$ cat config.mk
export PLATFORM = sky130hd
export DESIGN_NAME = pc_fetch_seq_flat
export DESIGN_NICKNAME = d
export VERILOG_FILES = /design/src/rtl/pc_fetch_seq_if.sv /design/src/rtl/pc_fetch_seq.sv /design/src/flat_wrapper.sv
export SDC_FILE = /design/constraint.sdc
export NUM_CORES = 1
export LEC_CHECK = 0
export ABC_AREA = 0
export CORE_ASPECT_RATIO = 0.6
export CORE_MARGIN = 2
export CORE_UTILIZATION = 43
export DETAILED_ROUTE_END_ITERATION = 16
export PLACE_DENSITY = 0.86
export SLEW_MARGIN = 20
export SYNTH_ARGS = -nofsm -noshare
export SYNTH_HDL_FRONTEND = slang
export SYNTH_SLANG_ARGS = --single-unit
$ cat constraint.sdc
create_clock -name clk -period 1.8 [get_ports clk]
set_input_delay 0.27 -clock clk [delete_from_list [all_inputs] [get_ports clk]]
set_output_delay 0.27 -clock clk [all_outputs]
set_load 0.02 [all_outputs]
$ cat src/rtl/pc_fetch_seq_if.sv
// Fetch-sequencer bus: instruction-memory handshake, decode-side outputs and branch feedback.
// The master side is the fetch sequencer; the slave side is memory, decode and the branch unit.
interface pc_fetch_seq_if #(
  parameter int unsigned ADDR_W  = 8,
  parameter int unsigned INSTR_W = 16
);
  logic               stall;
  logic               brnch_take;
  logic               brnch_rel;
  logic [ADDR_W-1:0]  brnch_tgt;
  logic               imem_req;
  logic [ADDR_W-1:0]  imem_addr;
  logic               imem_rdy;
  logic [INSTR_W-1:0] imem_data;
  logic [INSTR_W-1:0] instr_out;
  logic               instr_vld;
  logic [ADDR_W-1:0]  pc_out;
  logic               flush;

  modport master (
    input  stall, brnch_take, brnch_rel, brnch_tgt, imem_rdy, imem_data,
    output imem_req, imem_addr, instr_out, instr_vld, pc_out, flush
  );

  modport slave (
    output stall, brnch_take, brnch_rel, brnch_tgt, imem_rdy, imem_data,
    input  imem_req, imem_addr, instr_out, instr_vld, pc_out, flush
  );
endinterface

$ cat src/rtl/pc_fetch_seq.sv
// Program counter and instruction-fetch sequencer: requests instructions from ROM, presents
// them to decode with their address, and redirects the PC on taken branches.
module pc_fetch_seq #(
  parameter int unsigned      ADDR_W   = 8,
  parameter int unsigned      INSTR_W  = 16,
  parameter logic [ADDR_W-1:0] RESET_PC = '0
) (
  input logic            clk,
  input logic            rst_n,
  pc_fetch_seq_if.master bus
);

  typedef enum logic [1:0] {StIdle, StReq, StValid} state_e;

  state_e             state_q;
  logic [ADDR_W-1:0]  pc_q;
  logic               req_q;
  logic [ADDR_W-1:0]  addr_q;
  logic [INSTR_W-1:0] instr_q;
  logic               vld_q;
  logic [ADDR_W-1:0]  pc_out_q;
  logic               flush_q;

  logic [ADDR_W-1:0]  seq_pc;
  logic [ADDR_W-1:0]  br_pc;
  logic [ADDR_W-1:0]  next_pc;

  // Modulo-2^ADDR_W adds; a relative offset of all-ones-ish values wraps as a negative step.
  always_comb begin
    seq_pc  = pc_out_q + ADDR_W'(1);
    br_pc   = bus.brnch_rel ? (pc_out_q + bus.brnch_tgt) : bus.brnch_tgt;
    next_pc = bus.brnch_take ? br_pc : seq_pc;
  end

  always_ff @(posedge clk or negedge rst_n) begin
    if (!rst_n) begin
      state_q  <= StIdle;
      pc_q     <= RESET_PC;
      req_q    <= 1'b0;
      addr_q   <= '0;
      instr_q  <= '0;
      vld_q    <= 1'b0;
      pc_out_q <= '0;
      flush_q  <= 1'b0;
    end else begin
      unique case (state_q)
        StIdle: begin
          req_q   <= 1'b1;
          addr_q  <= pc_q;
          state_q <= StReq;
        end
        StReq: begin
          flush_q <= 1'b0;
          if (bus.imem_rdy) begin
            instr_q  <= bus.imem_data;
            pc_out_q <= pc_q;
            vld_q    <= 1'b1;
            req_q    <= 1'b0;
            state_q  <= StValid;
          end
        end
        StValid: begin
          // Stall beats a taken branch; the branch unit holds take until stall drops.
          if (!bus.stall) begin
            pc_q    <= next_pc;
            addr_q  <= next_pc;
            req_q   <= 1'b1;
            vld_q   <= 1'b0;
            flush_q <= bus.brnch_take;
            state_q <= StReq;
          end
        end
        default: begin
          state_q <= StIdle;
        end
      endcase
    end
  end

  assign bus.imem_req  = req_q;
  assign bus.imem_addr = addr_q;
  assign bus.instr_out = instr_q;
  assign bus.instr_vld = vld_q;
  assign bus.pc_out    = pc_out_q;
  assign bus.flush     = flush_q;

endmodule

$ cat src/flat_wrapper.sv
// flat-port wrapper written by rule: the top's interface ports become plain ports
module pc_fetch_seq_flat 
#(
  parameter int unsigned      ADDR_W   = 8,
  parameter int unsigned      INSTR_W  = 16,
  parameter logic [ADDR_W-1:0] RESET_PC = '0
)
  (clk, rst_n, bus_stall, bus_brnch_take, bus_brnch_rel, bus_brnch_tgt, bus_imem_rdy, bus_imem_data, bus_imem_req, bus_imem_addr, bus_instr_out, bus_instr_vld, bus_pc_out, bus_flush);
  pc_fetch_seq_if #(.ADDR_W(ADDR_W), .INSTR_W(INSTR_W)) bus_i ();
  input logic clk;
  input logic rst_n;
  input wire logic [$bits(bus_i.stall)-1:0] bus_stall;
  input wire logic [$bits(bus_i.brnch_take)-1:0] bus_brnch_take;
  input wire logic [$bits(bus_i.brnch_rel)-1:0] bus_brnch_rel;
  input wire logic [$bits(bus_i.brnch_tgt)-1:0] bus_brnch_tgt;
  input wire logic [$bits(bus_i.imem_rdy)-1:0] bus_imem_rdy;
  input wire logic [$bits(bus_i.imem_data)-1:0] bus_imem_data;
  output wire logic [$bits(bus_i.imem_req)-1:0] bus_imem_req;
  output wire logic [$bits(bus_i.imem_addr)-1:0] bus_imem_addr;
  output wire logic [$bits(bus_i.instr_out)-1:0] bus_instr_out;
  output wire logic [$bits(bus_i.instr_vld)-1:0] bus_instr_vld;
  output wire logic [$bits(bus_i.pc_out)-1:0] bus_pc_out;
  output wire logic [$bits(bus_i.flush)-1:0] bus_flush;
  assign bus_i.stall = bus_stall;
  assign bus_i.brnch_take = bus_brnch_take;
  assign bus_i.brnch_rel = bus_brnch_rel;
  assign bus_i.brnch_tgt = bus_brnch_tgt;
  assign bus_i.imem_rdy = bus_imem_rdy;
  assign bus_i.imem_data = bus_imem_data;
  assign bus_imem_req = bus_i.imem_req;
  assign bus_imem_addr = bus_i.imem_addr;
  assign bus_instr_out = bus_i.instr_out;
  assign bus_instr_vld = bus_i.instr_vld;
  assign bus_pc_out = bus_i.pc_out;
  assign bus_flush = bus_i.flush;
  pc_fetch_seq #(.ADDR_W(ADDR_W), .INSTR_W(INSTR_W), .RESET_PC(RESET_PC)) u_core (.clk(clk), .rst_n(rst_n), .bus(bus_i));
endmodule
Yosys cells after proc, flatten, opt, wreduce, memory -nomap -nowiden
Index checks and enable logic that the tools add are counted.
{ "classes": {"add_sub_neg": 2, "eq_ne": 4, "n_mux": 15, "bitwise": 1, "n_reduce_logical": 11} }
{ "op_table": {"columns": ["op", "n"], "rows": [
  ["two-way mux 8 bit", 3],
  ["case mux 8 bit (2 select lines)", 1],
  ["AND reduction 2 bit", 5],
  ["adder 8 x 1 -> 8 bit (second input constant)", 1],
  ["adder 8 bit", 1],
  ["case mux 2 bit (3 select lines)", 1],
  ["AND reduction 3 bit", 2],
  ["two-way mux 1 bit", 5],
  ["two-way mux 2 bit", 2],
  ["inequality test 2 bit (second input constant)", 2],
  ["case mux 1 bit (2 select lines)", 2],
  ["nonzero test 2 bit", 2],
  ["case mux 1 bit (3 select lines)", 1],
  ["nonzero test 3 bit", 1],
  ["equality test 2 x 1 -> 1 bit (second input constant)", 1],
  ["equality test 2 bit (second input constant)", 1],
  ["logical NOT 2 bit", 1],
  ["NOT 1 bit", 1]
]} }
{ "word_totals": {"reg_bits": 45, "in_bits": 30, "out_inout_bits": 35, "elab_cells": 41} }

Logic depth before layout (Yosys ltp)
Gate-level depths: netlist (run 1).
{ "depth": {"word_depth": 5, "mapped_depth": 8, "ltp_nobuf": 8} }

Worst setup path after synthesis (run 1)
Ideal clock, no wire load.
{ "synth_path": {"path_type": "flip-flop to flip-flop", "start": "register u_core.pc_out_q[0], in the netlist u_core.bus.pc_out[0]", "end": "register u_core.addr_q[6], in the netlist u_core.bus.imem_addr[6]", "setup_ps": 126, "arrival_time_ps": 1786, "slack_ps": -112, "stages_incl_launch_ff": 9, "path_cell_list": "dfrtp_1 -> ha_1 -> inv_1 -> fa_1 -> nor2b_1 -> o31a_1 -> o21ai_1 -> mux2i_1 -> a21oi_1"} }
{ "synth_via": {"elab_chain_len": 5, "word_cells_on_any_way": 6, "cone_classes": "2 x add/sub; 4 x mux"} }
{ "synth_rtl": {"columns": ["element", "line_no", "rtl"], "rows": [
  ["start: declaration", "pc_fetch_seq.sv:21", "logic [ADDR_W-1:0] pc_out_q;"],
  ["start signal: assignment", "pc_fetch_seq.sv:56", "pc_out_q <= pc_q;"],
  ["adder 8 bit", "pc_fetch_seq.sv:31", "br_pc = bus.brnch_rel ? (pc_out_q + bus.brnch_tgt) : bus.brnch_tgt;"],
  ["two-way mux 8 bit", "pc_fetch_seq.sv:31", null],
  ["two-way mux 8 bit (*)", "pc_fetch_seq.sv:32", "next_pc = bus.brnch_take ? br_pc : seq_pc;"],
  ["two-way mux 8 bit (*)", "pc_fetch_seq.sv:64", "if (!bus.stall) begin"],
  ["case mux 8 bit (2 select lines) (*)", "pc_fetch_seq.sv:46", "unique case (state_q)"],
  ["end signal: assignment", "pc_fetch_seq.sv:49", "addr_q <= pc_q;"],
  ["end signal: assignment", "pc_fetch_seq.sv:66", "addr_q <= next_pc;"],
  ["end: declaration", "pc_fetch_seq.sv:18", "logic [ADDR_W-1:0] addr_q;"]
]} }
Every way passes the cells marked *; elsewhere a longest branch is shown, timed or not. The select of a mux whose other input is x is not followed.
A chain may end at the register's enable or synchronous reset.

Worst setup path after layout (run 1)
{ "layout_path": {"start": "register u_core.pc_out_q[0], in the netlist u_core.bus.pc_out[0]", "end": "register u_core.pc_q[6]"} }
{ "layout_via": {"elab_chain_len": 3, "word_cells_on_any_way": 4, "cone_classes": "2 x add/sub; 2 x mux"} }
{ "layout_rtl": {"columns": ["element", "line_no", "rtl"], "rows": [
  ["adder 8 bit", "pc_fetch_seq.sv:31", null],
  ["two-way mux 8 bit", "pc_fetch_seq.sv:31", null],
  ["two-way mux 8 bit (*)", "pc_fetch_seq.sv:32", null],
  ["end signal: assignment", "pc_fetch_seq.sv:65", "pc_q <= next_pc;"],
  ["end: declaration", "pc_fetch_seq.sv:16", "logic [ADDR_W-1:0] pc_q;"]
]} }
Every way passes the cells marked *; elsewhere a longest branch is shown, timed or not.

==> metrics.csv, run 1 <==
metric,value,unit
path_depth,8,
ys.flop_type,dfrtp_1,
ant_nets,0,
max_freq,546.2,MHz
crit_required,1.99,ns
fin_area,3531,µm²
yosysMostFrequentCell,dfrtp_1,
placementRows,20,
critPathTopFamily,compound AO/OA/AOI/OAI gates,
r2r_setup_slack,-0.03,ns
power_density,1708,nW/µm²
fin_crit,1.831,ns
arrival,2.02,ns
routabilityCongestion,0.9752,
grt-ovfl-total,0,
reg2reg_depth,8,
die_w,99.94,µm
synth_cells,223,
critPathMaxFanout,3,
synth_top_area_cell,dfrtp_1,
holdCritPathClass,input pin to async pin,
syn_area,2375,µm²
fillers,397,
post_dp_cell_area,3343,µm²
synth-edff-count,0,
async_flop_share,100.0,%
routed_wl,6567,µm
slowest_delay,0.43,ns
h-tree-depth,2,
cts.sinks,45,
r2r_start,u_core.bus.pc_out[0],
vias_per_cell,5.620,
multi_input_area,1275,µm²
whs,0.4900,ns
ys_seq_area_share,47.42,%
finClkSkew,0.008721,ns
drt-wirelength-per-cell,16.97,µm
drtIter0Drc,156,
clockBufferDepth,2,
num-nets-final,359,
seqCellArea,1130,µm²
clock_latency,0.30,ns
power,6.029,mW
fin_ws,-0.03098,ns
gr-usage-all-layers,22.10,%
initial_core_util,45.85,%
hold_viol,0,
antenna_cells,0,
grt_pass1_wl,10380,µm
synth_area_per_cell,10.65,µm²
layout_worst_path_cycle_share,101.7,%
cts_made_buffers,5,
dp_slack,-0.4682,ns
dieArea,6153,µm²
path_clk_slew,0.09,ns
grt_pass1_vias,2110,
drv_cap,0,
hpwl,4941,µm
grt_max_degree,27,
area_delta_synth_final,48.68,%
cts_root_buf,clkbuf_8,
leakagePower,1.542,nW
slew_viol_final,0,
ys_seq_elements,45,
ir_worst_vdd,0.8210,mV
port_buffers,64,
cts_tree,yes,
antenna_found_initial,0,
ioPinCount,65,
relSlewSlack,59.88,%
drive_above_1_share,22.43,%
ys_warn_count,0,
drt-pass1-iter-count,5,
violations,negative setup slack,
cp_num_buf_inv,1,
timing.rr.end,u_core.pc_q[6],
cpMaxStageDelayCell,dfrtp_2,
synth_nets,262,
worst_pin_slew,0.6018,ns
coreArea,5180,µm²
status,finished with violations,
endpoint_kind,flop,
setup_viol,3,
die_h,61.57,µm
synth.top_cell.area_share,47.42,%
rsz0062_at_grt,true,
cp-start-kind,flop,
synth_cell_types,49,
synth_area_leaders,"dfrtp_1, mux2_1, ha_1",
vias,2175,
path_class,flop to flop,
drc_errors,0,
path_cells,ha_4 -> inv_2 -> fa_2 -> nor2b_4 -> o31a_1 -> o21ai_2 -> mux2i_1 -> a21oi_1,
ys_top_cells_by_count,"dfrtp_1, nand2_1, mux2_1",
worst max path at each step:
stage | start | endpoint
after detailed placement | bus_brnch_tgt[0] | u_core.pc_q[6]
after global routing | u_core.bus.pc_out[0] | u_core.bus.imem_addr[4]
after floorplan | u_core.bus.pc_out[1] | u_core.bus.imem_addr[3]
after CTS | u_core.bus.pc_out[0] | u_core.pc_q[6]
after global placement | bus_brnch_tgt[0] | u_core.bus.imem_addr[6]
final | u_core.bus.pc_out[0] | u_core.pc_q[6]
through the flow:
step           instances  TNS [ns]  utilization [%]
4_1_cts              386  -0.04819            67.05
3_3_place_gp         376    -4.665            64.54
6_report             387  -0.06642            68.16
3_5_place_dp         376    -5.223            64.54
2_1_floorplan        223         0                -
5_1_grt              387   -0.5408            68.16
layout make-up:
| type | count | share of cell area, % |
|---|---|---|
| sequential | 45 | 32.00 |
| tap | 66 | 2.339 |
| inverter | 9 | 0.9568 |
| clock buffer | 5 | 1.949 |
| timing repair buffer | 100 | 25.94 |
| multi-input combinational | 159 | 36.11 |
| clock inverter | 3 | 0.7087 |
per-layer routing:
layer,vias up,track usage (%),share of wire (%)
li1,1011,-,-
met1,1056,31.34,48
met2,97,34.94,43
met3,11,6.129,8.1
met4,0,4.110,1.4
met5,-,0,0
flip-flops by register name, summed over array words and instances, names as in the netlist:
register	flops
u_core.bus.instr_out	16
u_core.bus.pc_out	8
u_core.bus.imem_addr	8
u_core.bus.imem_req	1
u_core.pc_q	8
u_core.bus.flush	1
u_core.bus.instr_vld	1
u_core.state_q	2
repair_timing:
item                                    4_1_cts  5_1_grt
endpoints found under the hold margin        24        0
resized for setup                             8        9
hold buffers                                  1        0
endpoints found under the setup margin       11       11
pin swaps                                     8        9
buffers inserted                              1        1
layout by cell type (no fill, tap or decap), types with 6 or more instances in the layout:
cell	instances
inv_1	6
clkdlybuf4s50_1	60
buf_4	35
nand3_1	9
a21oi_1	8
mux2_1	23
nand2_1	25
dfrtp_1	42
o21ai_0	9
where the power goes:
group | switching [mW] | internal, mW | total (mW)
Clock | 0.374 | 0.281 | 0.655
Sequential | 0.376 | 1.50 | 1.88
Combinational | 1.75 | 1.74 | 3.50
cells by family (layout without fill, tap and decap cells):
family / count (synthesis) / in the layout / synth area share [%]
compound gates: 58 / 58 / 16.81
xor+xnor: 5 / 5 / 1.844
fa+ha+maj: 9 / 9 / 5.058
buf+inv: 19 / 117 / 3.214
flops: 45 / 45 / 47.42
mux: 29 / 29 / 13.54
simple gates: 58 / 58 / 12.12
Note: power is estimated with default switching activity, not from simulation.
==> run 2, diff against run 1 <==
--- a/config.mk
+++ b/config.mk
@@ -6,6 +6,7 @@
 export NUM_CORES = 1
 export LEC_CHECK = 0
 export ABC_AREA = 0
+export ABC_CLOCK_PERIOD_IN_PS = 1800
 export CORE_ASPECT_RATIO = 0.6
 export CORE_MARGIN = 2
 export CORE_UTILIZATION = 43
==> results of run 2 <==
Same layout as run 1: the final DEF is identical, and so are final timing and power.
